**config.mk**
```make
export PLATFORM = sky130hd
export DESIGN_NAME = alu_rr_sequencer
export DESIGN_NICKNAME = d
export VERILOG_FILES = /design/src/rtl/alu_rr_sequencer.sv
export SDC_FILE = /design/constraint.sdc
export NUM_CORES = 1
export LEC_CHECK = 0
export ABC_AREA = 1
export BUFFER_PORTS_ARGS = -buffer_cell sky130_fd_sc_hd__buf_4
export CELL_PAD_IN_SITES_DETAIL_PLACEMENT = 0
export CELL_PAD_IN_SITES_GLOBAL_PLACEMENT = 1
export CORE_MARGIN = 2
export CORE_UTILIZATION = 34
export DETAILED_ROUTE_END_ITERATION = 10
export PLACE_DENSITY = 0.73
export SLEW_MARGIN = 20
export SYNTH_ARGS = -nofsm -noshare
export SYNTH_HDL_FRONTEND = slang
export SYNTH_SLANG_ARGS = --single-unit
```
**constraint.sdc**
```tcl
create_clock -name clk_2 -period 1.45 [get_ports clk_2]
set_input_delay 0 -clock clk_2 [delete_from_list [all_inputs] [get_ports clk_2]]
set_output_delay 0 -clock clk_2 [all_outputs]
set_load 0.02 [all_outputs]
```
**src/rtl/alu_rr_sequencer.sv**
```systemverilog
// alu_rr_sequencer
// Shares one small two's-complement ALU (add, sub, AND, OR) between two
// requesters using round-robin arbitration. One operation is in flight at a
// time: accept (IDLE) -> compute (EXEC) -> hold result on a valid/ready port
// (RESP). Consumed results drive the 7-segment code and a wrapping counter.
module alu_rr_sequencer #(
    parameter int NBITS    = 3,
    parameter int CNT_BITS = 8
) (
    input  logic                clk_2,
    input  logic                reset,
    input  logic [1:0]          req,
    input  logic [NBITS-1:0]    a0,
    input  logic [NBITS-1:0]    b0,
    input  logic [1:0]          f0,
    input  logic [NBITS-1:0]    a1,
    input  logic [NBITS-1:0]    b1,
    input  logic [1:0]          f1,
    output logic [1:0]          gnt,
    output logic                resp_valid,
    input  logic                resp_ready,
    output logic                resp_id,
    output logic [NBITS-1:0]    resp_y,
    output logic                resp_ovf,
    output logic [7:0]          SEG,
    output logic [CNT_BITS-1:0] op_count
);

    typedef enum logic [1:0] {
        IDLE = 2'd0,
        EXEC = 2'd1,
        RESP = 2'd2
    } state_t;

    state_t                  state;
    logic                    last_id;
    logic signed [NBITS-1:0] op_a;
    logic signed [NBITS-1:0] op_b;
    logic [1:0]              op_f;
    logic                    win_id;
    logic [NBITS:0]          alu_out;

    // ALU: returns {ovf, y}; y is the low NBITS bits of the signed result.
    function automatic logic [NBITS:0] alu_calc(
        input logic signed [NBITS-1:0] a,
        input logic signed [NBITS-1:0] b,
        input logic [1:0]              f
    );
        logic signed [NBITS-1:0] y;
        logic                    ovf;
        y   = '0;
        ovf = 1'b0;
        case (f)
            2'b00: begin
                y   = a + b;
                ovf = (a[NBITS-1] == b[NBITS-1]) && (y[NBITS-1] != a[NBITS-1]);
            end
            2'b01: begin
                y   = a - b;
                ovf = (a[NBITS-1] != b[NBITS-1]) && (y[NBITS-1] != a[NBITS-1]);
            end
            2'b10:   y = a & b;
            default: y = a | b;
        endcase
        return {ovf, y};
    endfunction

    // 7-segment code; overflow shows only the decimal point. Negative values
    // light the decimal point together with their magnitude digit.
    function automatic logic [7:0] seg_encode(
        input logic [NBITS-1:0] y,
        input logic             ovf
    );
        logic [2:0] y3;
        logic [7:0] seg;
        y3 = y[2:0];
        if (ovf) begin
            seg = 8'h80;
        end else begin
            case (y3)
                3'd0:    seg = 8'h3F;
                3'd1:    seg = 8'h06;
                3'd2:    seg = 8'h5B;
                3'd3:    seg = 8'h4F;
                3'd4:    seg = 8'hE6;
                3'd5:    seg = 8'hCF;
                3'd6:    seg = 8'hDB;
                default: seg = 8'h86;
            endcase
        end
        return seg;
    endfunction

    // Round-robin winner: a lone request wins; on a tie, the requester not served last.
    always_comb begin
        win_id = 1'b0;
        if (req == 2'b10)
            win_id = 1'b1;
        else if (req == 2'b11)
            win_id = ~last_id;
    end

    // Combinational ALU on the operands latched at acceptance.
    always_comb begin
        alu_out = alu_calc(op_a, op_b, op_f);
    end

    // Sequencer FSM with all outputs registered.
    always_ff @(posedge clk_2 or posedge reset) begin
        if (reset) begin
            state      <= IDLE;
            last_id    <= 1'b1;
            op_a       <= '0;
            op_b       <= '0;
            op_f       <= 2'b00;
            gnt        <= 2'b00;
            resp_valid <= 1'b0;
            resp_id    <= 1'b0;
            resp_y     <= '0;
            resp_ovf   <= 1'b0;
            SEG        <= 8'h00;
            op_count   <= '0;
        end else begin
            case (state)
                IDLE: begin
                    if (req != 2'b00) begin
                        op_a    <= win_id ? a1 : a0;
                        op_b    <= win_id ? b1 : b0;
                        op_f    <= win_id ? f1 : f0;
                        gnt     <= win_id ? 2'b10 : 2'b01;
                        last_id <= win_id;
                        state   <= EXEC;
                    end else begin
                        gnt <= 2'b00;
                    end
                end
                EXEC: begin
                    gnt        <= 2'b00;
                    resp_y     <= alu_out[NBITS-1:0];
                    resp_ovf   <= alu_out[NBITS];
                    resp_id    <= last_id;
                    resp_valid <= 1'b1;
                    state      <= RESP;
                end
                RESP: begin
                    // Result stays frozen until the consumer takes it.
                    if (resp_ready) begin
                        SEG        <= seg_encode(resp_y, resp_ovf);
                        op_count   <= op_count + CNT_BITS'(1);
                        resp_valid <= 1'b0;
                        state      <= IDLE;
                    end
                end
                default: begin
                    gnt   <= 2'b00;
                    state <= IDLE;
                end
            endcase
        end
    end

endmodule

```
After elaboration in Yosys (flattened, before gate mapping)
Cells that the tools add are included.
- register bits after elaboration: 35
- latch bits: 0
- RAM bits: 0
- bits in read-only memories: 0
- bits of input ports: 21
- output and inout bits: 24
- word-level logic and storage cells: 64
- memories: 0
- add/sub/neg operators: 3
- multiply operators: 0
- div/mod/pow operators: 0
- $lt $le $gt $ge: 0
- equality and inequality tests: 18
- shifts and indexed selects: 0
- muxes and demuxes: 17
- bitwise gates (word level): 3
- reductions and logical operators: 11
- operators by type and width (cell ; number):
    8-bit case mux with 7 select lines ; 1
    2-bit 2-to-1 mux ; 5
    3-bit == test (second input constant) ; 3
    3-bit case mux with 3 select lines ; 1
    8-bit by 1-bit adder with 8-bit output (second input constant) ; 1
    2-bit == test (second input constant) ; 4
    8-bit 2-to-1 mux ; 1
    2-bit AND reduction ; 4
    3-bit by 2-bit == test with 1-bit output (second input constant) ; 2
    3-bit 2-to-1 mux ; 2
    2-bit case mux with 3 select lines ; 1
    2-bit by 1-bit == test with 1-bit output (second input constant) ; 2
    2-bit logical NOT ; 2
    2-bit inequality test (second input constant) ; 2
    1-bit case mux with 2 select lines ; 2
    2-bit case mux with 2 select lines ; 1
    2-bit nonzero test ; 2
    3-bit adder ; 1
    3-bit AND ; 1
    3-bit by 1-bit == test with 1-bit output (second input constant) ; 1
    3-bit logical NOT ; 1
    1-bit 2-to-1 mux ; 3
    1-bit inequality test ; 3
    3-bit bitwise OR ; 1
    4 further kinds ; 5

Depth between registers and ports, before layout
- depth after elaboration: 6
- depth in mapped cells: 9

Worst setup path before layout
OpenSTA, ideal clock, no wires.
- path type: register to register
- from: register op_a[0]
- to: register resp_y[2]
- library setup time: 0.117 ns
- arrival: 1.321 ns
- required time: 1.333 ns
- setup slack: 0.013 ns
- stages on the path, launching flop included: 10
- buffers on the path: 0
- clock period less this slack: 1.437 ns
- path through: dfrtp_1 inv_1 ha_1 fa_1 inv_1 nand2_1 nand3_1 nand3_1 nand2_1 nand2_1
- word-level cells in the longest chain between the ends: 2
- elaborated cells on any way between the ends: 3
- classes of those cells: add/sub (2); mux (1)
- ends and longest elaborated chain (what ; RTL line ; RTL):
    from (decl) ; 37 ; logic signed [NBITS-1:0] op_a;
    from (signal assigned) ; 127 ; op_a <= win_id ? a1 : a0;
    3-bit subtractor or 3-bit adder (tied branches) ; 59, 55 ;
    3-bit case mux with 3 select lines * ; 53 ; case (f)
    to (signal assigned) ; 139 ; resp_y <= alu_out[NBITS-1:0];
    to (decl) ; 23 ; output logic [NBITS-1:0] resp_y,
Every way passes the cells marked *; elsewhere a longest branch is shown, timed or not.
A chain may end at the register's enable or synchronous reset.

Final worst setup path
- from: register op_b[0]
- to: register resp_y[1]
- word-level cells in the longest chain between the ends: 2
- elaborated cells on any way between the ends: 3
- classes of those cells: add/sub (2); mux (1)
- ends and longest elaborated chain (what ; RTL line ; RTL):
    from (decl) ; 38 ; logic signed [NBITS-1:0] op_b;
    from (signal assigned) ; 128 ; op_b <= win_id ? b1 : b0;
    3-bit subtractor or 3-bit adder (tied branches) ; 59, 55 ;
    3-bit case mux with 3 select lines * ; 53 ;
Marks and branches as above.

==> results by group <==
Timing
  • F_max: around 0.69 GHz
  • Final period util: 101%
  • Setup slack after layout: -7.94 ps
  • Post-route minimum period: approximately 1500 ps
  • Actual slew at the worst max-slew pin: about 420 ps
  • Hold slack: 40.5 ps
  • RSZ-0062 raised after global routing: yes
  • TNS Setup: -7.94 ps
  • Final setup violation count: 1
  • Slew Viols, Final: 0
  • Final Hold Viols: 0
  • Max-slew headroom: a little under three quarters
  • Skew final: 6.06 ps

Yosys
  • Main combinational cell family by area after synthesis: simple AND/OR/NAND/NOR gates
  • Simple-gate area share of the yosys netlist: 32.2%
  • Synth warn: 0
  • Synth top area cells: dfrtp_1 (45%), nand2_1 (21%), ha_1 (5.5%), nand3_1 (5.5%), inv_1 (5.1%)
  • Post-synthesis register bit count: 34
  • Synth Area in Compound Gates: under 10%
  • Synth area leader: dfrtp_1
  • Synthesized area: ~1800 um2
  • Mux contribution to synthesized area: 0%
  • XOR/XNOR share of the synthesized area: under 10%
  • Distinct cells, synth: 23
  • Post-synthesis adder-cell area fraction: 7.65%
  • Seq/Total Area, Yosys: 46.5%
  • Synth Instances: 235
  • Yosys top cell area share: between 40% and 50%
  • Syn_nets: 266
  • Syn Area/Cell: a little under 8 um2

Routing
  • Via density: about 4.3
  • Post-route ant nets: 0
  • Initial drt markers: 41
  • Post-DR wirelength/cell: around 10 um
  • Number of iterations in the first detailed-routing pass: 4
  • Post-route DRC: 0
  • Total Wirelength: around 3.8 mm
  • Via count: 1621

Finish
  • Ant diodes: 0
  • Area Growth Syn to Fin: 43.3%
  • Nets: ~340
  • Layout cell share with drive strength beyond 1: between 20 and 30%

Worst setup path
  • CP Class: reg -> reg
  • FF-to-FF End: resp_y[1]
  • Reg-to-reg critical path startpoint: op_b[0]
  • Slack of the worst reg-to-reg path: -8 ps
  • Critical Path Sink Type: flip-flop
  • CP top delay family: adder cells
  • Startpoint Class: flip-flop
  • Worst path cell trace: ha_2 -> fa_2 -> nand2_1 -> o211ai_1 -> nand2_1 -> nand2_1
  • Slowest CP cell: fa_2
  • Worst EP required: 1680 ps
  • Most used cell, CP: nand2_1
  • Critical Path Fanout Max: 3
  • R2r worst-path depth: 6
  • Critical Path AT: ~1700 ps
  • Critical path buffer and inverter count: 0
  • Max incr delay on CP: between 500 and 600 ps

Place
  • DP HPWL: around 2.8 mm
  • IO buf count: 44
  • Placer congestion estimate: between 0.8 and 0.9

Clock network
  • # clock sinks: 34
  • CTS buffer count: 5
  • Root buf cell: clkbuf_8
  • Clk Latency, worst-skew pair: about 280 ps
  • CTS max path bufs: 2
  • CTS tree: yes
  • H-Tree Level Count: 2
  • Worst-path clk slew: approximately 70 ps

Power and ir drop
  • Seq pwr share: between 30% and 40%
  • Internal: slightly above 3 mW
  • Pwr dens: 2020 nW/um2
  • P_leak: between 1 and 1.5 nW
  • Sw Ratio: a little over two fifths
  • Clock share of power: roughly 15%
  • P_sw: roughly 2.3 mW
  • Comb power frac: between 50% and 60%
  • Peak supply drop: ~0.58 mV

Flow run
  • Maxcap violations: 0

Global routing
  • Global route overflow: 0
  • Initial antenna violation count: 0
  • Largest net degree at the start of global routing: 35
  • Vias in the first global route: 1508
  • First-pass GRT wire length: between 6 and 7 mm
  • GRT Total Usage: between 10 and 15%

Worst hold path
  • Worst hold stages: 3
  • Hold Crit Class: in -> reg
  • WHS Endpoint: state[0]
  • Hold Crit Start: req[0]

Floorplanning
  • Core Rows: 26
  • Core region area: 5140 um2
  • Die Y: a little under 80 um
  • DIE AREA: between 5000 and 6000 um2
  • Die width: just under 80 um
  • Top Ports: 45
  • Starting Density: 35.6%

Status
  • Violated checks: setup timing
  • Outcome: complete, but fails checks
==> power by group through the flow <==
stage / logic, mW / registers (mW) / clock network (mW)
6_report: 2.68 / 1.80 / 0.809
5_1_grt: 3.02 / 1.88 / 0.883
4_1_cts: 2.61 / 1.81 / 0.837
3_5_place_dp: 2.53 / 1.82 / 0
3_3_place_gp: 2.53 / 1.81 / 0
2_1_floorplan: 1.40 / 2.03 / 0
==> what timing repair did <==
action	in CTS	in global routing
endpoints found under the hold margin	42	0
hold buffers	18	0
resized for setup	4	7
setup buffers	1	1
pin swaps	0	1
setup endpoints to repair	2	4
==> sequential cells by signal (all words and copies together) (netlist names), 2 cells and up <==
name and cells:
resp_y 3, op_f 2, SEG 7, gnt 2, state 2, op_b 3, op_a 3, op_count 8
==> layout by cell type (no fill, tap or decap), drive strengths merged <==
master	n
a21oi	1
buf	54
clkbuf	8
dfrtp	33
dfstp	1
dlygate4sd3	18
fa	2
ha	8
inv	26
nand2	104
nand3	21
nand4	1
nor2	15
o211ai	1
o21ai	11
or2	1
xnor2	5
xor2	1
==> routing by layer <==
metal | routed length [um] | up-vias | track usage [%]
met5 | 0 | - | 0
met4 | 29 | 0 | 4.29
met3 | 207 | 4 | 4.19
met2 | 1830 | 44 | 23.2
li1 | - | 875 | -
met1 | 1760 | 698 | 16.5
==> worst reg2reg max path, cell delays in order (launching register included) <==
cell and delay (ps):
dfrtp_1 420, ha_2 200, fa_2 520, nand2_1 50, o211ai_1 90, nand2_1 70, nand2_1 50
==> synthesized netlist by cell type, drive strengths merged <==
| master | count |
|---|---|
| dfstp | 1 |
| nand4 | 1 |
| dfrtp | 33 |
| a21oi | 1 |
| ha | 8 |
| xnor2 | 5 |
| inv | 26 |
| nand3 | 21 |
| xor2 | 1 |
| o211ai | 1 |
| o21ai | 11 |
| nand2 | 104 |
| or2 | 1 |
| buf | 4 |
| fa | 2 |
| nor2 | 15 |
==> worst max-delay path by stage <==
stage	end	depth (start not counted)	slack [ps]	startpoint
5_1_grt	resp_ovf	8	-90	op_a[0]
3_5_place_dp	resp_y[2]	9	-70	op_a[0]
4_1_cts	resp_y[1]	6	20	op_a[0]
6_report	resp_y[1]	6	-8	op_b[0]
3_3_place_gp	resp_y[2]	9	-50	op_a[0]
2_1_floorplan	resp_y[2]	9	10	op_a[0]
==> per-stage QoR <==
stage          utilization [%]  setup slack (ps)  power (mW)  instance area [um2]  std cells
2_1_floorplan                -              12.6        3.43                 1830        235
3_3_place_gp              44.4             -50.2        4.34                 2280        353
3_5_place_dp              44.4             -72.5        4.34                 2280        353
4_1_cts                   50.4              16.3        5.26                 2590        380
5_1_grt                   51.1             -89.6        5.78                 2630        381
6_report                  51.1             -7.94        5.29                 2630        381
==> cell families after synthesis <==
logic type,count (synthesis)
adders and majority gates,10
buffers and inverters,30
DFF,34
AOI/OAI and AO/OA,13
xor gates and xnor gates,6
and+or+nand+nor,142
==> cell type report <==
cell class	instances	area (um2)
Timing Repair Buffer	72	586
Clock buffer	8	110
Multi-Input combinational cell	171	892
Inverter	26	97.6
Fill cell	540	2510
Sequential cell	34	852
Tap cell	70	87.6
(Power assumes the default switching activity.)
